### src/rtl/cfg_dprio_readdata_capture.sv
// DPRIO read-data capture: sequences one outstanding read, waits for the
// select/mux tree to settle, registers the result and returns it with a
// single-cycle valid/ack handshake. Unclaimed addresses return DEFAULT_DATA
// together with an error pulse.
module cfg_dprio_readdata_capture #(
  parameter int unsigned                DATA_WIDTH   = 16,
  parameter int unsigned                READ_LATENCY = 2,
  parameter logic [DATA_WIDTH-1:0]      DEFAULT_DATA = '0
) (
  input  logic                  clk,
  input  logic                  reset,
  input  logic                  read,
  input  logic                  addr_hit,
  input  logic [DATA_WIDTH-1:0] data_in,
  output logic                  waitrequest,
  output logic [DATA_WIDTH-1:0] readdata,
  output logic                  readdatavalid,
  output logic                  rd_err
);

  typedef enum logic [1:0] {
    IDLE = 2'd0,
    WAIT = 2'd1,
    DONE = 2'd2
  } state_t;

  localparam logic [3:0] CNT_LOAD = 4'(READ_LATENCY - 1);

  state_t     state;
  state_t     state_nxt;
  logic [3:0] cnt;
  logic       hit;

  // State register
  always_ff @(posedge clk) begin
    if (reset) begin
      state <= IDLE;
    end else begin
      state <= state_nxt;
    end
  end

  // Next-state and handshake decode; outputs depend on registered state only
  always_comb begin
    state_nxt     = state;
    waitrequest   = 1'b1;
    readdatavalid = 1'b0;
    rd_err        = 1'b0;
    case (state)
      IDLE: begin
        if (read) begin
          state_nxt = WAIT;
        end
      end
      WAIT: begin
        if (!read) begin
          state_nxt = IDLE;
        end else if (cnt == 4'd0) begin
          state_nxt = DONE;
        end
      end
      DONE: begin
        state_nxt     = IDLE;
        waitrequest   = 1'b0;
        readdatavalid = 1'b1;
        rd_err        = ~hit;
      end
      default: begin
        state_nxt = IDLE;
      end
    endcase
  end

  // Latency counter, sticky hit flag and read-data capture
  always_ff @(posedge clk) begin
    if (reset) begin
      cnt      <= '0;
      hit      <= 1'b0;
      readdata <= DEFAULT_DATA;
    end else begin
      case (state)
        IDLE: begin
          if (read) begin
            cnt <= CNT_LOAD;
            hit <= addr_hit;
          end
        end
        WAIT: begin
          hit <= hit | addr_hit;
          if (read) begin
            if (cnt == 4'd0) begin
              // hit is folded with the current addr_hit so a hit seen only
              // in the final wait cycle still selects data_in
              readdata <= (hit | addr_hit) ? data_in : DEFAULT_DATA;
            end else begin
              cnt <= cnt - 4'd1;
            end
          end
        end
        default: begin
        end
      endcase
    end
  end

endmodule

### config.mk
export PLATFORM = sky130hd
export DESIGN_NAME = cfg_dprio_readdata_capture
export DESIGN_NICKNAME = d
export VERILOG_FILES = /design/src/rtl/cfg_dprio_readdata_capture.sv
export SDC_FILE = /design/constraint.sdc
export NUM_CORES = 1
export LEC_CHECK = 0
export ABC_CLOCK_PERIOD_IN_PS = 1500
export CORE_AREA = 2 2 67 44
export CTS_BUF_LIST = sky130_fd_sc_hd__clkbuf_2
export CTS_CLUSTER_DIAMETER = 120
export DETAILED_ROUTE_END_ITERATION = 16
export DIE_AREA = 0 0 69 46
export PLACE_DENSITY_LB_ADDON = 0.12
export SYNTH_ARGS = -nofsm -noshare
export SYNTH_HDL_FRONTEND = slang
export SYNTH_SLANG_ARGS = --single-unit
### constraint.sdc
create_clock -name clk -period 1.5 [get_ports clk]
set_clock_uncertainty 0.05 [all_clocks]
set_input_delay 0.225 -clock clk [delete_from_list [all_inputs] [get_ports clk]]
set_output_delay 0.225 -clock clk [all_outputs]
set_load 0.05 [all_outputs]
==> flow_summary.yaml <==
outcome:
  status: "finished, violations left"
  violations: "setup timing"
synthesis:
  netlist_area_um2: 976
  seq_area_frac_synth: 0.472
  yosysWarnings: 0
  syn-num-nets: 136
  synth-edff-count: 0
  synth_area_leaders: "dfxtp_1 (47%), a21oi_1 (11%), nand4_1 (10%)"
  synthCells: 115
  ys.flop_type: "dfxtp_1"
  yosys.area.top_type: "dfxtp_1"
  ys_async_sr_fraction: 0
  synth_top_area_frac: 0.472
  synth_cell_types: 26
  syn_avg_cell_area_um2: 8.49
  synth-seq-cells: 23
global_routing:
  grt_pass1_vias: 970
  grt.overflow.total: 0
  antenna_found_initial: 0
  grt_pass1_wl_um: 4370
  track_usage: 0.176
  grt_max_degree: 17
setup_path:
  slowest_stage: "or4_1"
  r2r_setup_slack_ps: -30
  r2r_end: "cnt[3]$_SDFFE_PP0P_"
  cp_cell_sequence: "buf_4 -> or3_4 -> or4_1 -> a21oi_1"
  crit_fanout: 3
  cp-end-kind: "flip-flop"
  critical_path.top_delay_family: "simple AND/OR/NAND/NOR gates"
  path_class: "reg2reg"
  reg2regPathDepth: 4
  path_buf_inv: 1
  slowest_delay_ps: 400
  arrival_ps: 1790
  crit_required_ps: 1760
  worstSetupStartpointType: "flip-flop"
  r2r-start: "cnt[0]$_SDFFE_PP0P_"
power_and_ir_drop:
  vdd_drop_max_v: 0.000498
  p_leak_uw: 0.000620
  pwr-share-comb: 0.259
  p_int_uw: 861
  pwr-share-clk: 0.215
  seqPwrFrac: 0.526
  switchingPower_uw: 391
  p_sw_frac: 0.312
  p_per_area_nw_per_um2: 754
  totalPowerFinal_uw: 1250
routing:
  final_antenna_net_count: 0
  vias: 1061
  drtIter0Drc: 46
  post_drt_wl_per_cell_um: 14.4
  routed_wl_um: 2840
  dr.pass1.iters: 4
  drc: 0
  vias_per_cell: 5.36
floorplanning:
  core_area_um2: 2630
  dieWidth_um: 69
  fp.dieH_um: 46
  row_count: 15
  io_pins: 39
  dieArea_um2: 3170
  initial_utilization: 0.371
clocking:
  cts_max_level: 1
  cts_root_buf: "clkbuf_2"
  cts_hold_buf: 0
  cts_buffer_depth: 2
  cts_tree: "done"
  cts_made_buffers: 3
  clock_sinks: 23
  insertion_delay_ps: 350
  cts.clk_slew.worst_paths_ps: 240
hold_path:
  hold_path_depth: 3
  min_to: "readdata[9]$_SDFFE_PP0P_"
  hold_class: "in2reg"
  min_from: "data_in[9]"
sta:
  tightest_slew_ps: 555
  min_period_over_period: 1.02
  maxSlewHeadroom: 0.630
  finalSetupViolCount: 3
  drv_slew: 0
  min_period_ps: 1530
  rsz0062_at_grt: "true"
  layout_setup_ws_ps: -34.1
  hold_viol: 0
  fmax_mhz: 652
finish:
  final_cell_mix: "buf_4 (25), dfxtp_1 (19), clkdlybuf4s50_1 (19)"
  layout_commonest_cell: "buf_4"
  fillers: 226
  register_area_um2: 468
  final_layout_size_suffix_gt1_frac: 0.366
  nNetsFinal: 186
  area_delta_synth_final_pct: 70.0
  antenna_cells: 0
  multi_input_area_um2: 502
placement:
  pre_cts_ws_ps: -135
  dp_hpwl_um: 1890
  place_congestion: 0.732
  io_buffers: 38
flow_run:
  maxCapViolations: 0
## kinds of logic (layout without fill, tap and decap cells)
| kind of cell | Yosys count | in the layout | synth area share |
|---|---|---|---|
| DFF | 23 | 23 | 0.472 |
| buffers and inverters | 18 | 67 | 0.0820 |
| and+or+nand+nor | 29 | 29 | 0.195 |
| adders and majority gates | 1 | 1 | 0.0128 |
| AOI/OAI and AO/OA | 44 | 44 | 0.238 |
## synth_stat cells, types with 2 or more instances
cell type / count
clkbuf_1: 8
inv_1: 6
a211oi_1: 2
nand4_1: 16
dfxtp_1: 23
o21ai_1: 3
nor3_1: 3
o21ai_0: 15
or4_1: 2
a21oi_1: 21
## worst max path at each step
stage | end | cells after the start | from | slack [ps]
2_1_floorplan | cnt[2]$_SDFFE_PP0P_ | 6 | cnt[0]$_SDFFE_PP0P_ | 3
3_3_place_gp | cnt[3]$_SDFFE_PP0P_ | 4 | read | -80
3_5_place_dp | cnt[3]$_SDFFE_PP0P_ | 4 | read | -130
4_1_cts | cnt[3]$_SDFFE_PP0P_ | 4 | cnt[0]$_SDFFE_PP0P_ | -40
5_1_grt | readdata[14]$_SDFFE_PP0P_ | 6 | cnt[0]$_SDFFE_PP0P_ | -140
6_report | cnt[3]$_SDFFE_PP0P_ | 4 | cnt[0]$_SDFFE_PP0P_ | -30
## tightest hold or removal path, stage by stage
cell and delay, ps:
clkdlybuf4s50_1 400, nand4_1 70, a21oi_1 50
## final cells by class
type | instances | share of cell area
clock buffers | 3 | 0.00905
clock inverters | 1 | 0.00452
inverters | 6 | 0.0151
multi-input cells | 74 | 0.302
flip-flops and latches | 23 | 0.282
well taps | 34 | 0.0256
repair buffers | 57 | 0.361
## flip-flops by register name (all words and copies together) (netlist names)
name and cells:
cnt 4, state 2, readdata 16, hit 1
## through the flow
stage | instances | setup TNS, ps | hold WS [ps] | cell area [um2] | util
after floorplan | 115 | 0 | 329 | 985 | -
after global placement | 188 | -1090 | 392 | 1530 | 0.584
after detailed placement | 188 | -1490 | 402 | 1530 | 0.584
after CTS | 196 | -59.3 | 328 | 1610 | 0.614
after global routing | 198 | -1900 | 325 | 1660 | 0.631
final | 198 | -70.6 | 349 | 1660 | 0.631
## power by group through the flow
stage	Combinational, uW	Clock (uW)	Sequential, uW
6_report	324	269	658
3_3_place_gp	274	0	667
2_1_floorplan	119	0	689
3_5_place_dp	276	0	668
4_1_cts	300	280	657
5_1_grt	343	305	662
## repair_timing
item                                    4_1_cts  5_1_grt
setup buffers                                 2        2
endpoints found under the setup margin       18       22
pin swaps                                    12       25
gates resized for setup                      13        9
cloned                                        2        0
## per-layer routing
layer / part of all wire / routed length, um / global-route usage / up-vias
li1: - / - / - / 528
met1: 0.46 / 1320 / 0.228 / 499
met2: 0.48 / 1380 / 0.294 / 29
met3: 0.047 / 134 / 0.0597 / 5
met4: 0.0053 / 15 / 0.0353 / 0
met5: 0 / 0 / 0 / -
(Power assumes the default switching activity.)
